$ cat src/rtl/qar_dmem_if.sv
// qar_dmem_if -- data-port handshake between qar_core and its memory bridge.
//
// Signals:
//   mem_valid  core -> bridge  request, held high until mem_ready is seen
//   mem_we     core -> bridge  1 = write, 0 = read
//   mem_addr   core -> bridge  byte address
//   mem_wdata  core -> bridge  write data
//   mem_ready  bridge -> core  one-cycle completion pulse
//   mem_rdata  bridge -> core  read data, valid while mem_ready = 1
//   mem_err    bridge -> core  access rejected, valid while mem_ready = 1
//
// Modports: master = core side, slave = bridge side.
interface qar_dmem_if;
    logic        mem_valid;
    logic        mem_we;
    logic [31:0] mem_addr;
    logic [31:0] mem_wdata;
    logic        mem_ready;
    logic [31:0] mem_rdata;
    logic        mem_err;

    modport master (
        output mem_valid, mem_we, mem_addr, mem_wdata,
        input  mem_ready, mem_rdata, mem_err
    );

    modport slave (
        input  mem_valid, mem_we, mem_addr, mem_wdata,
        output mem_ready, mem_rdata, mem_err
    );
endinterface

$ cat src/rtl/qar_dmem_bridge.sv
// qar_dmem_bridge -- turns qar_core's level-held data request into one access
// on a single-port synchronous SRAM (1-cycle read latency), with programmable
// wait states, address-window/alignment checking and saturating counters.
//
// Ports:
//   clk           system clock, rising edge
//   rst           synchronous active-high reset
//   mem           qar_dmem_if.slave: core request / response
//   sram_en       SRAM access strobe (high only in ACCESS)
//   sram_we       SRAM write enable, qualified by sram_en
//   sram_addr     SRAM word address
//   sram_wdata    SRAM write data
//   sram_rdata    SRAM read data, valid the cycle after a read strobe
//   access_count  completed good accesses, saturating
//   err_count     rejected accesses, saturating
module qar_dmem_bridge #(
    parameter int          ADDR_WIDTH  = 8,
    parameter logic [31:0] BASE_ADDR   = 32'h0000_0000,
    parameter int          WAIT_STATES = 0
) (
    input  logic                  clk,
    input  logic                  rst,
    qar_dmem_if.slave             mem,
    output logic                  sram_en,
    output logic                  sram_we,
    output logic [ADDR_WIDTH-1:0] sram_addr,
    output logic [31:0]           sram_wdata,
    input  logic [31:0]           sram_rdata,
    output logic [15:0]           access_count,
    output logic [15:0]           err_count
);

    typedef enum logic [2:0] {
        S_IDLE,
        S_ACCESS,
        S_CAPTURE,
        S_WAIT,
        S_RESP
    } state_t;

    // Good path enters WAIT after CAPTURE and must spend WAIT_STATES cycles
    // there. The error path enters WAIT straight from IDLE; its first WAIT
    // cycle stands in for the missing ACCESS/CAPTURE turnaround, so it spends
    // WAIT_STATES+1 cycles there.
    localparam logic [3:0] WAIT_LOAD_GOOD = (WAIT_STATES == 0) ? 4'd0 : 4'(WAIT_STATES - 1);
    localparam logic [3:0] WAIT_LOAD_ERR  = 4'(WAIT_STATES);

    state_t                  state_q, state_d;
    logic                    we_q;
    logic [ADDR_WIDTH-1:0]   idx_q;
    logic [31:0]             wdata_q;
    logic                    err_q;
    logic [31:0]             rdata_q;
    logic [3:0]              wait_q;

    // Decode is done on the live address in IDLE; it is the same value that
    // gets latched on that edge, so the routing decision and the latch agree.
    logic in_range;
    logic aligned;
    logic req_good;
    logic req_take;

    assign in_range = (mem.mem_addr[31:ADDR_WIDTH+2] == BASE_ADDR[31:ADDR_WIDTH+2]);
    assign aligned  = (mem.mem_addr[1:0] == 2'b00);
    assign req_good = in_range && aligned;
    assign req_take = (state_q == S_IDLE) && mem.mem_valid;

    // ------------------------------------------------------------------
    // State register
    // ------------------------------------------------------------------
    // NOTE: sequential state uses non-blocking assignments so every flop
    // samples pre-edge values regardless of block evaluation order.
    always_ff @(posedge clk) begin
        if (rst) state_q <= S_IDLE;
        else     state_q <= state_d;
    end

    // ------------------------------------------------------------------
    // Next-state logic
    // ------------------------------------------------------------------
    // NOTE: default assignment first so no path leaves state_d unassigned,
    // which would otherwise infer a latch.
    always_comb begin
        state_d = state_q;
        case (state_q)
            S_IDLE:    if (mem.mem_valid) state_d = req_good ? S_ACCESS : S_WAIT;
            S_ACCESS:  state_d = S_CAPTURE;
            S_CAPTURE: state_d = (WAIT_STATES == 0) ? S_RESP : S_WAIT;
            S_WAIT:    if (wait_q == 4'd0) state_d = S_RESP;
            S_RESP:    state_d = S_IDLE;
            default:   state_d = S_IDLE;
        endcase
    end

    // ------------------------------------------------------------------
    // Outputs, decoded from registers only (no path from mem_* inputs)
    // ------------------------------------------------------------------
    always_comb begin
        sram_en       = 1'b0;
        sram_we       = 1'b0;
        mem.mem_ready = 1'b0;
        mem.mem_err   = 1'b0;
        mem.mem_rdata = 32'h0;
        if (state_q == S_ACCESS) begin
            sram_en = 1'b1;
            sram_we = we_q;
        end
        if (state_q == S_RESP) begin
            mem.mem_ready = 1'b1;
            mem.mem_err   = err_q;
            mem.mem_rdata = (err_q || we_q) ? 32'h0 : rdata_q;
        end
    end

    assign sram_addr  = idx_q;
    assign sram_wdata = wdata_q;

    // ------------------------------------------------------------------
    // Request capture: only in IDLE, so later changes on the bus are ignored
    // ------------------------------------------------------------------
    always_ff @(posedge clk) begin
        if (rst) begin
            we_q    <= 1'b0;
            idx_q   <= '0;
            wdata_q <= 32'h0;
            err_q   <= 1'b0;
        end else if (req_take) begin
            we_q    <= mem.mem_we;
            idx_q   <= mem.mem_addr[ADDR_WIDTH+1:2];
            wdata_q <= mem.mem_wdata;
            err_q   <= !req_good;
        end
    end

    // Read data is valid in CAPTURE (one cycle after the ACCESS strobe).
    always_ff @(posedge clk) begin
        if (rst)                       rdata_q <= 32'h0;
        else if (state_q == S_CAPTURE) rdata_q <= we_q ? 32'h0 : sram_rdata;
    end

    // Wait-state down-counter; WAIT exits on the cycle it reads zero.
    always_ff @(posedge clk) begin
        if (rst) begin
            wait_q <= 4'd0;
        end else if (req_take && !req_good) begin
            wait_q <= WAIT_LOAD_ERR;
        end else if (state_q == S_CAPTURE) begin
            wait_q <= WAIT_LOAD_GOOD;
        end else if (state_q == S_WAIT && wait_q != 4'd0) begin
            wait_q <= wait_q - 4'd1;
        end
    end

    // ------------------------------------------------------------------
    // Saturating bring-up counters, bumped once per RESP
    // ------------------------------------------------------------------
    always_ff @(posedge clk) begin
        if (rst) begin
            access_count <= 16'h0;
            err_count    <= 16'h0;
        end else if (state_q == S_RESP) begin
            if (err_q) begin
                if (err_count != 16'hFFFF) err_count <= err_count + 16'd1;
            end else begin
                if (access_count != 16'hFFFF) access_count <= access_count + 16'd1;
            end
        end
    end

endmodule
$ cat src/flat_wrapper.sv
// flat-port wrapper written by rule: the top's interface ports become plain ports
module qar_dmem_bridge_flat 
#(
    parameter int          ADDR_WIDTH  = 8,
    parameter logic [31:0] BASE_ADDR   = 32'h0000_0000,
    parameter int          WAIT_STATES = 0
)
  (clk, rst, sram_en, sram_we, sram_addr, sram_wdata, sram_rdata, access_count, err_count, mem_mem_valid, mem_mem_we, mem_mem_addr, mem_mem_wdata, mem_mem_ready, mem_mem_rdata, mem_mem_err);
  qar_dmem_if mem_i ();
  input  logic clk;
  input  logic rst;
  output logic sram_en;
  output logic sram_we;
  output logic [ADDR_WIDTH-1:0] sram_addr;
  output logic [31:0] sram_wdata;
  input  logic [31:0] sram_rdata;
  output logic [15:0] access_count;
  output logic [15:0] err_count;
  input wire logic [$bits(mem_i.mem_valid)-1:0] mem_mem_valid;
  input wire logic [$bits(mem_i.mem_we)-1:0] mem_mem_we;
  input wire logic [$bits(mem_i.mem_addr)-1:0] mem_mem_addr;
  input wire logic [$bits(mem_i.mem_wdata)-1:0] mem_mem_wdata;
  output wire logic [$bits(mem_i.mem_ready)-1:0] mem_mem_ready;
  output wire logic [$bits(mem_i.mem_rdata)-1:0] mem_mem_rdata;
  output wire logic [$bits(mem_i.mem_err)-1:0] mem_mem_err;
  assign mem_i.mem_valid = mem_mem_valid;
  assign mem_i.mem_we = mem_mem_we;
  assign mem_i.mem_addr = mem_mem_addr;
  assign mem_i.mem_wdata = mem_mem_wdata;
  assign mem_mem_ready = mem_i.mem_ready;
  assign mem_mem_rdata = mem_i.mem_rdata;
  assign mem_mem_err = mem_i.mem_err;
  qar_dmem_bridge #(.ADDR_WIDTH(ADDR_WIDTH), .BASE_ADDR(BASE_ADDR), .WAIT_STATES(WAIT_STATES)) u_core (.clk(clk), .rst(rst), .mem(mem_i), .sram_en(sram_en), .sram_we(sram_we), .sram_addr(sram_addr), .sram_wdata(sram_wdata), .sram_rdata(sram_rdata), .access_count(access_count), .err_count(err_count));
endmodule
$ cat config.mk
export PLATFORM = sky130hd
export DESIGN_NAME = qar_dmem_bridge_flat
export DESIGN_NICKNAME = d
export VERILOG_FILES = /design/src/rtl/qar_dmem_if.sv /design/src/rtl/qar_dmem_bridge.sv /design/src/flat_wrapper.sv
export SDC_FILE = /design/constraint.sdc
export NUM_CORES = 1
export LEC_CHECK = 0
export CAP_MARGIN = 20
export CORE_UTILIZATION = 30
export CTS_BUF_LIST = sky130_fd_sc_hd__clkbuf_2 sky130_fd_sc_hd__clkbuf_4 sky130_fd_sc_hd__clkbuf_8
export DETAILED_ROUTE_END_ITERATION = 7
export PLACE_DENSITY = 0.64
export SLEW_MARGIN = 5
export SYNTH_ARGS = -nofsm -noshare
export SYNTH_HDL_FRONTEND = slang
export SYNTH_SLANG_ARGS = --single-unit
export TNS_END_PERCENT = 5
$ cat constraint.sdc
create_clock -name clk -period 2.85 [get_ports clk]
set_clock_uncertainty 0.15 [all_clocks]
set_input_delay 0.57 -clock clk [delete_from_list [all_inputs] [get_ports clk]]
set_output_delay 0.57 -clock clk [all_outputs]
set_load 0.005 [all_outputs]
## After elaboration in Yosys (flattened, before gate mapping)

Cells that the tools add are included.

- $add $sub $neg: 3
- Eq/ne operators: 8
- Multiplexer cells: 11
- Bitwise gates (word level): 1
- Reductions and logical operators: 15

Operator list:

| operator | number |
|---|---|
| $mux 32 | 3 |
| $add 16x1->16 const B | 2 |
| $ne 16x16->1 const B | 2 |
| $logic_not 22->1 | 1 |
| $pmux 3 s4 | 1 |
| $eq 3x2->1 const B | 2 |
| $mux 3 | 2 |
| $reduce_and 3->1 | 2 |
| $logic_and 1x1->1 | 4 |
| $logic_not 4->1 | 1 |
| $mux 1 | 4 |
| $reduce_bool 4->1 | 1 |
| $sub 4x1->4 const B | 1 |
| $eq 3x1->1 const B | 1 |
| $eq 3x3->1 const B | 1 |
| $logic_not 3->1 | 1 |
| $reduce_or 3->1 | 1 |
| $logic_not 2->1 | 1 |
| $mux 2 | 1 |
| $ne 2x1->1 const B | 1 |
| $ne 2x2->1 const B | 1 |
| $reduce_and 2->1 | 1 |
| $logic_not 1->1 | 1 |
| $logic_or 1x1->1 | 1 |
| $not 1->1 | 1 |

- Bits in registers: 113
- Input bits: 100
- Word-level logic and storage cells: 47

## Longest topological paths before layout

Gate-level depths: netlist of run 1.

- Depth in word-level cells: 5
- Gate-level depth with buffers: 7

## Worst setup path after synthesis of run 1

Ideal clock, no wire load.

- Path kind: register to output
- Start: register u_core.state_q[0]
- End: output mem_mem_rdata[10]
- Arrival time: 1.518 ns
- Slack: 0.612 ns
- Cell stages (with the launch flop): 6
- Buffers on the path: 2
- Path through: dfxtp_1 -> buf_2 -> or4b_4 -> nor2_1 -> clkbuf_1 -> and2_1

- Word-level cells in the longest chain between the ends: 2

RTL lines:

| what | line | source |
|---|---|---|
| start: declaration | qar_dmem_bridge.sv:48 | `state_t state_q, state_d;` |
| start signal: assignment | qar_dmem_bridge.sv:75 | `else state_q <= state_d;` |
| $eq 3x3->1 | qar_dmem_bridge.sv:108 | `if (state_q == S_RESP) begin` |
| $mux 32 | qar_dmem_bridge.sv:108 |  |
| end: declaration | flat_wrapper.sv:24 | `output wire logic [$bits(mem_i.mem_rdata)-1:0] mem_mem_rdata;` |

No other way between the ends.

## Worst setup path in the final report of run 1

- Start: register u_core.err_q
- End: output mem_mem_rdata[19]

- Word-level cells in the longest chain between the ends: 3

RTL lines:

| what | line | source |
|---|---|---|
| start: declaration | qar_dmem_bridge.sv:52 | `logic err_q;` |
| start signal: assignment | qar_dmem_bridge.sv:131 | `err_q <= !req_good;` |
| $logic_or 1x1->1 | qar_dmem_bridge.sv:111 | `mem.mem_rdata = (err_q \|\| we_q) ? 32'h0 : rdata_q;` |
| $mux 32 | qar_dmem_bridge.sv:111 |  |
| $mux 32 | qar_dmem_bridge.sv:108 |  |

No other way between the ends.

==> results of run 1 <==
-- flip-flops by register name, indices dropped and copies added (netlist names) --
name	count
u_core.state_q	3
u_core.access_count	16
u_core.wait_q	4
u_core.we_q	1
u_core.sram_addr	8
u_core.sram_wdata	32
u_core.err_q	1
u_core.rdata_q	32
u_core.err_count	16
-- synth_stat cells (8+ instances only) --
| cell type | count | area [sq um] |
|---|---|---|
| sky130_fd_sc_hd__nor4_1 | 14 | 87.6 |
| sky130_fd_sc_hd__a22o_1 | 32 | 280 |
| sky130_fd_sc_hd__o21ai_0 | 12 | 60.1 |
| sky130_fd_sc_hd__dfxtp_1 | 113 | 2260 |
| sky130_fd_sc_hd__a21oi_1 | 61 | 305 |
| sky130_fd_sc_hd__nor2_1 | 22 | 82.6 |
| sky130_fd_sc_hd__inv_1 | 12 | 45.0 |
| sky130_fd_sc_hd__nand3_1 | 11 | 55.1 |
| sky130_fd_sc_hd__o31ai_1 | 8 | 60.1 |
| sky130_fd_sc_hd__nand2_1 | 103 | 387 |
| sky130_fd_sc_hd__or3_1 | 9 | 56.3 |
| sky130_fd_sc_hd__or4_1 | 11 | 82.6 |
| sky130_fd_sc_hd__and2_1 | 36 | 225 |
| sky130_fd_sc_hd__clkbuf_1 | 28 | 105 |
| sky130_fd_sc_hd__nand4_1 | 14 | 87.6 |
| sky130_fd_sc_hd__nor3_1 | 8 | 40.0 |
-- kinds of logic (layout without fill, tap and decap cells) --
| family | count (synthesis) | in the layout | synth area share |
|---|---|---|---|
| adder cells (fa/ha/maj) | 3 | 3 | 0.00792 |
| AND/OR/NAND/NOR | 254 | 254 | 0.277 |
| AO/OA/AOI/OAI | 129 | 129 | 0.178 |
| XOR/XNOR | 2 | 2 | 0.00370 |
| flip-flops | 113 | 113 | 0.477 |
| buffers and inverters | 44 | 269 | 0.0356 |
| multiplexers | 9 | 9 | 0.0206 |
-- metal layers --
metal / wire length, um / global-route usage / vias up
met5: 0 / 0 / -
met4: 240 / 0.0713 / 0
met3: 830 / 0.0572 / 18
met2: 7390 / 0.313 / 138
met1: 5940 / 0.205 / 2283
li1: - / - / 2409
-- power by group --
| part | leakage, uW | switching [uW] | internal, uW |
|---|---|---|---|
| Combinational | 0.00169 | 259 | 332 |
| Clock | 0.000215 | 673 | 1010 |
| Sequential | 0.000920 | 62.5 | 1680 |
| Total | 0.00282 | 995 | 3030 |
-- timing repair --
action / CTS / global route
buffers inserted: 1 / 0
resized for setup: 38 / 0
setup endpoints to repair: 32 / 0
hold buffers: 0 / 0
-- path summary, 6_finish.rpt --
check                                                          to  slack (ns)  cells past startpoint
worst min-delay path            u_core.sram_wdata[5]$_SDFFE_PP0N_        0.31                      2
worst max register to register  u_core.err_count[13]$_SDFFE_PP0P_        0.54                      6
worst max-delay path                            mem_mem_rdata[19]        0.12                      5
worst min register to register  u_core.sram_wdata[5]$_SDFFE_PP0N_        0.31                      2
-- cell type report --
class | instances | area, sq um | share of cell area
Clock buffer | 20 | 269 | 0.0357
Timing Repair Buffer | 225 | 2180 | 0.290
Inverter | 12 | 45.0 | 0.00598
Clock inverter | 12 | 181 | 0.0241
Multi-Input combinational cell | 397 | 2330 | 0.309
Tap cell | 211 | 264 | 0.0351
Sequential cell | 113 | 2260 | 0.301
-- stage by stage --
step / worst slack [ns] / util / instance area [sq um]
after floorplan: 0.612 / - / 4740
after global placement: 0.177 / 0.463 / 7090
after detailed placement: 0.108 / 0.463 / 7090
after CTS: 0.0685 / 0.492 / 7530
after global routing: 0.0142 / 0.492 / 7530
final: 0.118 / 0.492 / 7530
-- worst max-delay path: cells and delay by family (launching register included) --
| family | cells | cell delay, ns |
|---|---|---|
| AND/OR/NAND/NOR | 3 | 0.84 |
| buffers and inverters | 2 | 0.40 |
| flip-flops | 1 | 0.34 |
==> load_flow_metrics.sql, run 1 <==
INSERT INTO impl_metrics (metric_group, metric, value, unit) VALUES
('run_status', 'outcome', 'complete, no violations', ''),
('drt', 'drt_pass1_iterations', '5', ''),
('layout', 'fin_nets', '869', ''),
('pwr', 'totalPowerFinal', '4020', 'uW'),
('timing', 'fin_crit_sh', '0.959', ''),
('pwr', 'total_leakage_power', '0.00282', 'uW'),
('placed_design', 'number_of_cells_in_the_design_after_placement', '956', ''),
('setup_path', 'worstReg2RegStart', 'u_core.state_q[1]$_SDFFE_PP0P_', ''),
('drt', 'detail_route.wirelength', '14400', 'um'),
('floorplanning', 'floorplan.core_area', '15300', 'sq um'),
('synthesis', 'synth_area', '4740', 'sq um'),
('placed_design', 'io_buffers', '207', ''),
('setup_path', 'cp.arrival', '2.01', 'ns'),
('clock_network', 'latest_clock_arrival_within_the_worst_skew_pair', '0.43', 'ns'),
('floorplanning', 'die_width', '128', 'um'),
('drt', 'route.detailed.drc', '0', ''),
('drt', 'final_antenna_net_count', '0', ''),
('global_routing', 'largest_net_degree_at_the_start_of_global_routing', '42', ''),
('synthesis', 'synth-seq-area-share', '0.477', ''),
('layout', 'antenna_cells', '0', ''),
('timing', 'tightestPinTransition', '0.722', 'ns'),
('global_routing', 'grt.total_usage', '0.180', ''),
('layout', 'most_frequent_standard_cell_in_the_layout_excluding_fill_and_tap_cells', 'sky130_fd_sc_hd__clkdlybuf4s50_1', ''),
('layout', 'layout-area-overhead-vs-synth', '58.9', '%'),
('floorplanning', 'die-area', '16300', 'sq um'),
('timing', 'unrepaired_setup_endpoints_after_global_routing', 'no', ''),
('layout', 'final.fill_count', '1522', ''),
('clock_network', 'htree_levels', '4', ''),
('run', 'maxCapViolCount', '0', ''),
('timing', 'achievable-frequency', '366', 'MHz'),
('hold_path', 'hold_wc_path_type', 'reg2reg', ''),
('setup_path', 'slowest_stage_cell_crit_path', 'sky130_fd_sc_hd__or4b_4', ''),
('floorplanning', 'die_height', '128', 'um'),
('clock_network', 'tritoncts_num_sinks', '113', ''),
('floorplanning', 'io_pins', '208', ''),
('synthesis', 'yosys_warnings', '0', ''),
('setup_path', 'crit_type', 'reg2out', ''),
('clock_network', 'tritoncts_buffer_count', '17', ''),
('timing', 'total_negative_slack', '0', 'ns'),
('pwr', 'power.ir.vdd_worst', '0.252', 'mV'),
('timing', 'hold_ws', '0.306', 'ns'),
('floorplanning', 'start_util', '0.309', ''),
('synthesis', 'postSynthRegisterBits', '113', ''),
('pwr', 'power_density', '534', 'nW/um^2'),
('synthesis', 'postSynth.asyncResetShare', '0', ''),
('drt', 'drtIter0Drc', '300', ''),
('timing', 'finalHoldViolations', '0', ''),
('layout', 'highest_count_cells_in_the_layout_ignoring_fill_and_taps', 'sky130_fd_sc_hd__clkdlybuf4s50_1, sky130_fd_sc_hd__dfxtp_1, sky130_fd_sc_hd__nand2_1', ''),
('setup_path', 'crit_path_end_kind', 'primary output', ''),
('synthesis', 'synth_edf_count', '0', ''),
('hold_path', 'hold_start', 'u_core.sram_wdata[5]$_SDFFE_PP0N_', ''),
('placed_design', 'finalWeightedCongestion', '0.828', ''),
('clock_network', 'cts-root-to-sink-buffers', '2', ''),
('setup_path', 'worstSetupStartpoint', 'u_core.err_q$_SDFFE_PP0N_', ''),
('setup_path', 'critical_path.max_stage_delay', '0.54', 'ns'),
('synthesis', 'synth.avg_cell_area', '8.56', 'sq um'),
('clock_network', 'clock_tree_from_tritoncts', 'built', ''),
('setup_path', 'critical_path_source_type', 'flop', ''),
('drt', 'avgRoutedWirePerCell', '14.6', 'um'),
('clock_network', 'cts.root.buffer_cell', 'sky130_fd_sc_hd__clkbuf_8', ''),
('timing', 'timing_max_transition_violations_final', '0', ''),
('placed_design', 'dp_hpwl', '10600', 'um'),
('synthesis', 'postSynth.topFlopCell', 'sky130_fd_sc_hd__dfxtp_1', ''),
('layout', 'layout-drive-gt1-share', '0.0860', ''),
('clock_network', 'worst_setup_hold_path_clk_slew', '0.07', 'ns'),
('timing', 'period_minus_slack', '2.73', 'ns'),
('synthesis', 'mappedNetlistNets', '657', ''),
('global_routing', 'antenna_found_initial', '0', ''),
('global_routing', 'globalRouteOverflowTotal', '0', ''),
('timing', 'setup-violations-final', '0', ''),
('synthesis', 'synthDistinctLibCells', '46', ''),
('layout', 'finish.cell_count_without_fillers', '990', ''),
('setup_path', 'required', '2.13', 'ns'),
('setup_path', 'crit_chain', 'or4b_4, nor2_4, buf_6, and2_1, dlygate4sd2_1', ''),
('timing', 'slew_limit_headroom', '0.514', ''),
('global_routing', 'grt_pass1_vias', '4717', ''),
('synthesis', 'synth_cells', '554', ''),
('floorplanning', 'rows', '45', ''),
('drt', 'route.vias.total', '4848', ''),
('setup_path', 'largest_fanout_of_any_net_on_the_critical_path', '16', ''),
('drt', 'drt-vias-per-instance', '4.90', ''),
('global_routing', 'grt_pass1_wl', '23100', 'um');
Power figures use the tool's default switching activity.
==> run 2: changes to the inputs <==
SLEW_MARGIN = unset   (was 5)
==> results of run 2 <==
No change in the layout: final DEF, timing and power equal those of run 1.
==> run 3: changes to the inputs <==
DONT_BUFFER_PORTS = 1   (was unset)
PLACE_DENSITY = 0.47   (was 0.64)
==> run 3 against run 2 <==
  * Core utilization shrank 14 points
  * Via count shrank 17%
  * Global-route usage shrank 1.7 points
  * Total power shrank 8.0%
  * Highest routed layer unchanged
==> load_flow_metrics.sql, run 3 (synthesis gave the netlist of run 1 again) <==
INSERT INTO impl_metrics (metric_group, metric, value, unit) VALUES
('global_routing', 'grt_util_met2', '0.277', ''),
('setup_path', 'critical_path_source_type', 'flop', ''),
('drt', 'final_antenna_net_count', '0', ''),
('layout', 'final_area', '5420', 'sq um'),
('floorplanning', 'floorplan.core_area', '15300', 'sq um'),
('placed_design', 'preCtsSetupSlack', '0.529', 'ns'),
('placed_design', 'number_of_cells_in_the_design_after_placement', '744', ''),
('run', 'maxCapViolCount', '0', ''),
('setup_path', 'required', '2.13', 'ns'),
('clock_network', 'htree_levels', '4', ''),
('setup_path', 'crit_type', 'reg2out', ''),
('clock_network', 'latest_clock_arrival_within_the_worst_skew_pair', '0.43', 'ns'),
('drt', 'route.vias.total', '4016', ''),
('clock_network', 'tritoncts_num_sinks', '113', ''),
('floorplanning', 'die-area', '16300', 'sq um'),
('setup_path', 'cp.arrival', '1.97', 'ns'),
('drt', 'detail_route.wirelength', '12900', 'um'),
('pwr', 'power_density', '683', 'nW/um^2'),
('clock_network', 'clock_tree_from_tritoncts', 'built', ''),
('layout', 'most_frequent_standard_cell_in_the_layout_excluding_fill_and_tap_cells', 'sky130_fd_sc_hd__dfxtp_1', ''),
('clock_network', 'cts-root-to-sink-buffers', '2', ''),
('floorplanning', 'rows', '45', ''),
('timing', 'final_critical_path_setup_slack', '0.164', 'ns'),
('drt', 'drtIter0Drc', '168', ''),
('global_routing', 'grt.met3_usage', '0.0714', ''),
('pwr', 'total_leakage_power', '0.00187', 'uW'),
('setup_path', 'largest_fanout_of_any_net_on_the_critical_path', '32', ''),
('layout', 'fin_nets', '655', ''),
('placed_design', 'io_buffers', '0', ''),
('layout', 'layout-area-overhead-vs-synth', '14.3', '%'),
('global_routing', 'global_route.peak_usage_layer', 'met2', ''),
('timing', 'timing_max_transition_violations_final', '0', ''),
('timing', 'tightestPinTransition', '0.686', 'ns'),
('timing', 'period_minus_slack', '2.69', 'ns'),
('timing', 'unrepaired_setup_endpoints_after_global_routing', 'no', ''),
('floorplanning', 'io_pins', '208', ''),
('timing', 'total_negative_slack', '0', 'ns'),
('drt', 'route.detailed.drc', '0', ''),
('timing', 'achievable-frequency', '372', 'MHz'),
('drt', 'avgRoutedWirePerCell', '16.6', 'um'),
('drt', 'drt-vias-per-instance', '5.18', ''),
('clock_network', 'post_cts.repair.setup_buffers', '0', ''),
('timing', 'fin_crit_sh', '0.942', ''),
('placed_design', 'dpl-instance-area', '4980', 'sq um'),
('timing', 'slew_limit_headroom', '0.538', ''),
('global_routing', 'grt_pass1_wl', '20400', 'um'),
('clock_network', 'cts.root.buffer_cell', 'sky130_fd_sc_hd__clkbuf_8', ''),
('placed_design', 'finalWeightedCongestion', '0.795', ''),
('timing', 'setup-violations-final', '0', ''),
('global_routing', 'antenna_found_initial', '1', ''),
('clock_network', 'worst_setup_hold_path_clk_slew', '0.07', 'ns'),
('global_routing', 'global_route_met1_utilization', '0.177', ''),
('clock_network', 'tritoncts_buffer_count', '17', ''),
('floorplanning', 'start_util', '0.309', ''),
('layout', 'highest_count_cells_in_the_layout_ignoring_fill_and_taps', 'sky130_fd_sc_hd__dfxtp_1, sky130_fd_sc_hd__nand2_1, sky130_fd_sc_hd__a21oi_1', ''),
('global_routing', 'globalRouteOverflowTotal', '0', ''),
('layout', 'layout-drive-gt1-share', '0.101', ''),
('pwr', 'power.ir.vdd_worst', '0.260', 'mV'),
('layout', 'final.fill_count', '1659', ''),
('timing', 'finalHoldViolations', '0', ''),
('global_routing', 'grt.total_usage', '0.163', ''),
('floorplanning', 'die_width', '128', 'um'),
('global_routing', 'grt_pass1_vias', '3962', ''),
('layout', 'finish.cell_count_without_fillers', '776', ''),
('placed_design', 'dp_hpwl', '9150', 'um'),
('drt', 'drt_pass1_iterations', '4', ''),
('setup_path', 'crit_path_end_kind', 'primary output', ''),
('hold_path', 'hold_wc_path_type', 'in2reg', ''),
('global_routing', 'largest_net_degree_at_the_start_of_global_routing', '76', ''),
('run_status', 'outcome', 'complete, no violations', ''),
('timing', 'hold_ws', '0.0678', 'ns'),
('floorplanning', 'die_height', '128', 'um');
==> run 3: cell types whose count changed in the layout (fill, tap and decap cells not counted), moves of 2 or more <==
cell / previous run / this run
sky130_fd_sc_hd__clkdlybuf4s50_1: 174 / 0
sky130_fd_sc_hd__buf_4: 15 / 9
sky130_fd_sc_hd__clkinv_4: 2 / 0
sky130_fd_sc_hd__clkinv_2: 1 / 4
sky130_fd_sc_hd__dlygate4sd2_1: 32 / 0
==> run 3: worst paths after layout <==
path | endpoint | from | slack [ns] | depth (start not counted)
setup / recovery | mem_mem_rdata[28] | u_core.state_q[0]$_SDFFE_PP0P_ | 0.16 | 4
hold reg to reg | u_core.rdata_q[17]$_SDFFE_PP0P_ | u_core.rdata_q[17]$_SDFFE_PP0P_ | 0.32 | 1
setup reg to reg | u_core.err_count[13]$_SDFFE_PP0P_ | u_core.err_count[4]$_SDFFE_PP0P_ | 0.59 | 4
hold / removal | u_core.err_q$_SDFFE_PP0N_ | rst | 0.07 | 1
==> run 3: final cells by class <==
type / count / area, sq um / share of cell area
Sequential cell: 113 / 2260 / 0.418
Tap cell: 211 / 264 / 0.0487
Multi-Input combinational cell: 397 / 2320 / 0.428
Clock buffer: 20 / 263 / 0.0485
Timing Repair Buffer: 11 / 98.8 / 0.0182
Antenna cell: 1 / 2.50 / 0.000462
Clock inverter: 11 / 163 / 0.0300
Inverter: 12 / 45.0 / 0.00831
==> run 3: power breakdown <==
| group | leakage (uW) | internal (uW) | switching (uW) | total [uW] |
|---|---|---|---|---|
| Sequential | 0.000920 | 1680 | 85.1 | 1770 |
| Clock | 0.000211 | 983 | 664 | 1650 |
| Combinational | 0.000742 | 113 | 173 | 286 |
| Total | 0.00187 | 2780 | 922 | 3700 |
==> run 3: routing by layer <==
layer	up-vias	wire length [um]
li1	1980	-
met1	1885	5170
met2	135	6470
met3	16	1010
met4	0	265
met5	-	0
==> run 3: stage by stage <==
step / total power, uW / util
global route: 3890 / 0.354
global placement: 2080 / 0.325
CTS: 3770 / 0.353
detailed placement: 2100 / 0.325
floorplan: 2010 / -
finish: 3700 / 0.354
==> run 3: critical path, cell delays in order, from the launching register on <==
cell	delay, ns
sky130_fd_sc_hd__dfxtp_1	0.41
sky130_fd_sc_hd__or4b_4	0.59
sky130_fd_sc_hd__nor2_1	0.13
sky130_fd_sc_hd__buf_6	0.21
sky130_fd_sc_hd__and2_1	0.18
==> run 3: repair_timing <==
action                                  4_1_cts  5_1_grt
endpoints found under the setup margin        0       32
hold buffers                                  0        0
gates resized for setup                       0        2
==> RTL change 1: new RTL, config.mk and constraints of run 1 <==
`ADDR_WIDTH` is set to 8 in 2 places; all go to 7.
--- a/src/rtl/qar_dmem_bridge.sv
+++ b/src/rtl/qar_dmem_bridge.sv
@@ -14,7 +14,7 @@
 //   access_count  completed good accesses, saturating
 //   err_count     rejected accesses, saturating
 module qar_dmem_bridge #(
-    parameter int          ADDR_WIDTH  = 8,
+    parameter int          ADDR_WIDTH  = 7,
     parameter logic [31:0] BASE_ADDR   = 32'h0000_0000,
     parameter int          WAIT_STATES = 0
 ) (
--- a/src/flat_wrapper.sv
+++ b/src/flat_wrapper.sv
@@ -1,7 +1,7 @@
 // flat-port wrapper written by rule: the top's interface ports become plain ports
 module qar_dmem_bridge_flat 
 #(
-    parameter int          ADDR_WIDTH  = 8,
+    parameter int          ADDR_WIDTH  = 7,
     parameter logic [31:0] BASE_ADDR   = 32'h0000_0000,
     parameter int          WAIT_STATES = 0
 )
Interface: changed (resized sram_addr); port bits go from 208 to 207. No check against the original RTL was run, so the function may have changed too.
==> RTL change 1 against run 1 <==
The flow now finishes with violations (setup timing); first-iteration DRC count shrank 35%; worst hold slack gained 4.7 ps; worst setup slack lost 180 ps; wire length shrank 2.3%; highest routed layer unchanged; register-to-register slack lost 130 ps; total power shrank 17%; synthesized cell count shrank 4.2%; critical endpoint is now mem_mem_rdata[6]; cell count shrank 7.2%; combinational power shrank 1%; core utilization shrank 0.85 points; final area shrank 5.3%; area after synthesis shrank 2.7%; sequential cell count shrank 1.
==> RTL change 1: results (changes against run 1) <==
TritonCTS Buffers: 9 (-8)
detailed placement HPWL: 10500 µm (-1.6%)
Setup-failing EPs final: 6 (+6)
sw frac: 26.0% (+1.3 points)
Leak Pwr: 2.66 nW (-6.0%)
worst r2r src: u_core.state_q[1]
Seq/Total Area, Yosys: 48.6% (+0.91 points)
Worst Path Max Fanout: 16 (unchanged)
Routed wire per std cell: 15.3 µm (+5.3%)
terminus of the critical flop-to-flop path: u_core.access_count[15]
ys async rst share: 0% (unchanged)
failing checks: setup timing
pin count of the biggest net entering global routing: 44 (+4.8%)
number of instances in the placed design: 901 (-5.8%)
vias in the first global route: 4629 (-1.9%)
type of the most critical hold path: flop to flop
DRT Pass-1 Iters: 4 (-1)
Avg Inst Size Synth: 8.68 µm² (+1.5%)
DP Worst Slack: 250 ps (+142 ps)
syn_nets: 634 (-3.5%)
Relative slew margins: 56.0% (+4.6 points)
GRT Resource Usage Total: 17.9% (-0.057 points)
R2R Setup Slk: 410 ps (-130 ps)
final RePlAce weighted congestion: 0.769 (-7.1%)
Worst EP arrival: 2190 ps (+180 ps)
Setup TNS: -359 ps (-359 ps)
first-pass GRT wire length: 22900 µm (-0.87%)
Clock Latency Late Sink: 390 ps (-40 ps)
most frequent cells after synthesis: dfxtp_1 (112), nand2_1 (93), a21oi_1 (72), and2_1 (34), clkbuf_1 (33)
Clock Pin Slew Worst Setup and Hold Paths: 110 ps (+40 ps)
htree depth: 3 (-1)
VDD IR max: 267 µV (+5.7%)
DRT iter0 DRCs: 195 (-35%)
R2R depth: 5 (-1)
number of I/O port buffers: 206 (-0.48%)
Final WS setup: -63.4 ps (-181 ps)
DR vias/cell: 5.05 (+3.1%)
synth top area cells: dfxtp_1 (49%), a21oi_1 (7.8%), nand2_1 (7.6%)
crit path to: mem_mem_rdata[6]
share of cells above drive strength 1: 6.67% (-1.9 points)
fillcell total: 1418 (-6.8%)
Cell variety after synth: 43 (-6.5%)
status: finished, violations left
Finished Layout Cells: 919 (-7.2%)
Final nets: 833 (-4.1%)
Post-Place Cell Area: 0.00690 mm² (-2.7%)
[RTL change 1: repair_timing]
action                                  in CTS  in global routing
pin swaps                                    1                  1
gates cloned                                 0                  1
endpoints found under the setup margin      32                 10
hold buffers                                 0                  0
gates resized for setup                     25                  6
setup buffers                                0                  1
endpoints found under the hold margin        0                  0
[RTL change 1: layer usage]
layer  GRT usage [%]  up-vias  share of wire, %
li1                -     2308                 -
met1            20.1     2191                41
met2            31.6      122                51
met3            5.78       21               5.7
met4            6.52        0               2.3
met5               0        -                 0
[RTL change 1: worst min-delay path by stage]
stage,from,end,slack [ps],cells after the start
after CTS,u_core.sram_addr[6],u_core.sram_addr[6],310,2
final,u_core.sram_wdata[17],u_core.sram_wdata[17],310,2
after floorplan,u_core.rdata_q[0],u_core.rdata_q[0],290,1
after detailed placement,u_core.sram_wdata[5],u_core.sram_wdata[5],300,2
after global placement,u_core.sram_wdata[14],u_core.sram_wdata[14],290,2
after global routing,u_core.sram_wdata[23],u_core.sram_wdata[23],330,2
[RTL change 1: layout make-up]
class	count	area [µm²]	share of cell area, %
clock buffer	11	151	2.12
clock inverter	5	63.8	0.895
inverter	7	26.3	0.368
multi-input combinational	375	2210	31.0
sequential	112	2240	31.5
tap	184	230	3.23
timing repair buffer	225	2210	31.0
[RTL change 1: worst min-delay path: cells and delay by family, from the launching register on]
| kind | cells | cell delay, ps |
|---|---|---|
| flops | 1 | 320 |
| simple gates | 1 | 50 |
| compound gates | 1 | 50 |
[RTL change 1: logic make-up (layout without fill, tap and decap cells)]
logic type	Yosys count	count (layout)	share of synthesized area [%]
AOI/OAI and AO/OA	141	141	19.6
and+or+nand+nor	225	225	25.7
DFF	112	112	48.6
adders and majority gates	3	3	0.814
xor gates and xnor gates	3	3	0.570
muxes	3	3	0.733
buffers and inverters	44	248	3.96
[RTL change 1: power by group through the flow]
stage | clock network, mW | registers, mW | logic, mW
6_report | 1.01 | 1.72 | 0.583
3_5_place_dp | 0 | 1.76 | 0.580
2_1_floorplan | 0 | 1.75 | 0.242
3_3_place_gp | 0 | 1.76 | 0.567
4_1_cts | 1.06 | 1.73 | 0.581
5_1_grt | 1.13 | 1.74 | 0.640
==> RTL change 2: new RTL, config.mk and constraints of run 1 <==
Made on the original files. Put one more register stage on the output `access_count`. The value now appears one clock later. The other outputs are not delayed to match.
--- a/src/rtl/qar_dmem_bridge.sv
+++ b/src/rtl/qar_dmem_bridge.sv
@@ -44,6 +44,8 @@
     // WAIT_STATES+1 cycles there.
     localparam logic [3:0] WAIT_LOAD_GOOD = (WAIT_STATES == 0) ? 4'd0 : 4'(WAIT_STATES - 1);
     localparam logic [3:0] WAIT_LOAD_ERR  = 4'(WAIT_STATES);
+
+    logic [15:0] access_count_s0;
 
     state_t                  state_q, state_d;
     logic                    we_q;
@@ -156,15 +158,19 @@
     // ------------------------------------------------------------------
     always_ff @(posedge clk) begin
         if (rst) begin
-            access_count <= 16'h0;
+            access_count_s0 <= 16'h0;
             err_count    <= 16'h0;
         end else if (state_q == S_RESP) begin
             if (err_q) begin
                 if (err_count != 16'hFFFF) err_count <= err_count + 16'd1;
             end else begin
-                if (access_count != 16'hFFFF) access_count <= access_count + 16'd1;
+                if (access_count_s0 != 16'hFFFF) access_count_s0 <= access_count_s0 + 16'd1;
             end
         end
     end
 
+    always_ff @(posedge clk) begin
+        access_count <= access_count_s0;
+    end
+
 endmodule
Formal check against the unedited RTL: not equivalent (Yosys sat finds a counterexample within 10 cycles, from zero or initial values and one cycle with rst high).
==> RTL change 2 against run 1 <==
First-iteration DRC count down 24%; total power up 0.17%; worst setup slack worse by 80 ps; core utilization down 1.2 points; sequential cell count up 16; area after synthesis up 5.5%; wire length up 0.72%; final area up 2.3%; critical endpoint is now mem_mem_rdata[10]; largest cell class is now sequential cells.
==> RTL change 2: results (changes against run 1) <==
met3 usage: 6.49% (+0.78 points)
DRT iter0 DRCs: 229 (-24%)
number of instances in the placed design: 960 (+0.42%)
Leak Pwr: 2.94 nW (+4.2%)
CP max stage delay: 560 ps (+20 ps)
detailed placement HPWL: 10200 µm (-4.4%)
Vias: 4865 (+0.35%)
routed metal-1 wirelength: 6090 µm (+2.5%)
syn_nets: 659 (+0.30%)
synth top area cells: dfxtp_1 (52%), nand2_1 (7.0%), a21oi_1 (6.9%)
vias in the first global route: 4544 (-3.7%)
VDD IR max: 409 µV (+62%)
Finished Layout Cells: 994 (+0.40%)
first-pass GRT wire length: 22000 µm (-4.5%)
measured slew at the worst slew-check pin: 537 ps (-185 ps)
fillcell total: 1518 (-0.26%)
Post-Place Cell Area: 0.00735 mm² (+3.6%)
DP Worst Slack: 199 ps (+91.1 ps)
WL met3: 1220 µm (+47%)
Clock Latency Late Sink: 450 ps (+20 ps)
pin count of the biggest net entering global routing: 46 (+9.5%)
post-cts sizing count: 29 (-24%)
final RePlAce weighted congestion: 0.849 (+2.5%)
setup bufs post-CTS: 0 (-1)
share of cells above drive strength 1: 11.1% (+2.5 points)
most frequent cells after synthesis: dfxtp_1 (129), nand2_1 (93), a21oi_1 (69), and2_1 (34), a22o_1 (32)
met2 WL post-DR: 6970 µm (-5.8%)
met2 global-route usage: 27.9% (-3.3 points)
sw frac: 26.3% (+1.6 points)
DRT Pass-1 Iters: 4 (-1)
status: finished clean
Worst EP arrival: 2090 ps (+80 ps)
Seq/Total Area, Yosys: 51.7% (+3.9 points)
Mapped Cells: 556 (+0.36%)
final core occ: 48.0% (-1.2 points)
grt met1 use: 18.8% (-1.6 points)
ys async rst share: 0% (unchanged)
GRT Resource Usage Total: 16.8% (-1.2 points)
==> RTL change 2: cell count changes after synthesis, sizes merged, moves of 4 or more <==
cell and delta:
o21ai -5, nand3 -4, nor2b +4, inv -4, dfxtp +16, nor4 -5
nand4 -5, a21oi +8, nand2 -10, and3 +4
==> RTL change 2: cells by family (layout without fill, tap and decap cells) <==
logic type	Yosys count	count (layout)	share of synthesized area, %
flops	129	129	51.7
xor+xnor	3	3	0.526
buf+inv	44	266	3.50
mux	9	9	2.00
compound gates	133	133	17.2
fa+ha+maj	3	3	0.751
simple gates	235	235	24.4
==> RTL change 2: layout make-up <==
cell class	instances	share of cell area, %
multi-input combinational	383	29.6
clock inverter	13	1.48
clock buffer	19	3.39
sequential	129	33.5
timing repair buffer	226	28.1
inverter	8	0.390
tap	216	3.51
==> RTL change 2: power by group through the flow <==
stage	clock [mW]	combinational [mW]	sequential, mW
floorplan	0	0.245	2.00
global placement	0	0.580	2.00
detailed placement	0	0.591	2.00
CTS	1.52	0.594	1.96
global route	1.59	0.654	1.98
finish	1.47	0.599	1.96
==> RTL change 2: worst reg2reg max path: stages, from the launching register on <==
cell     delay, ps
dfxtp_1        310
or4b_4         560
buf_4          210
or4_4          580
or4_1          480
a21oi_1        150
==> RTL change 2: worst paths after layout <==
path | end | cells past startpoint | slack (ps) | start
worst max-delay path | mem_mem_rdata[10] | 6 | 40 | u_core.state_q[1]
worst min-delay path | u_core.access_count[15] | 0 | 240 | u_core.access_count_s0[15]
worst max register to register | u_core.access_count_s0[15] | 5 | 350 | u_core.state_q[1]
worst min register to register | u_core.access_count[15] | 0 | 240 | u_core.access_count_s0[15]
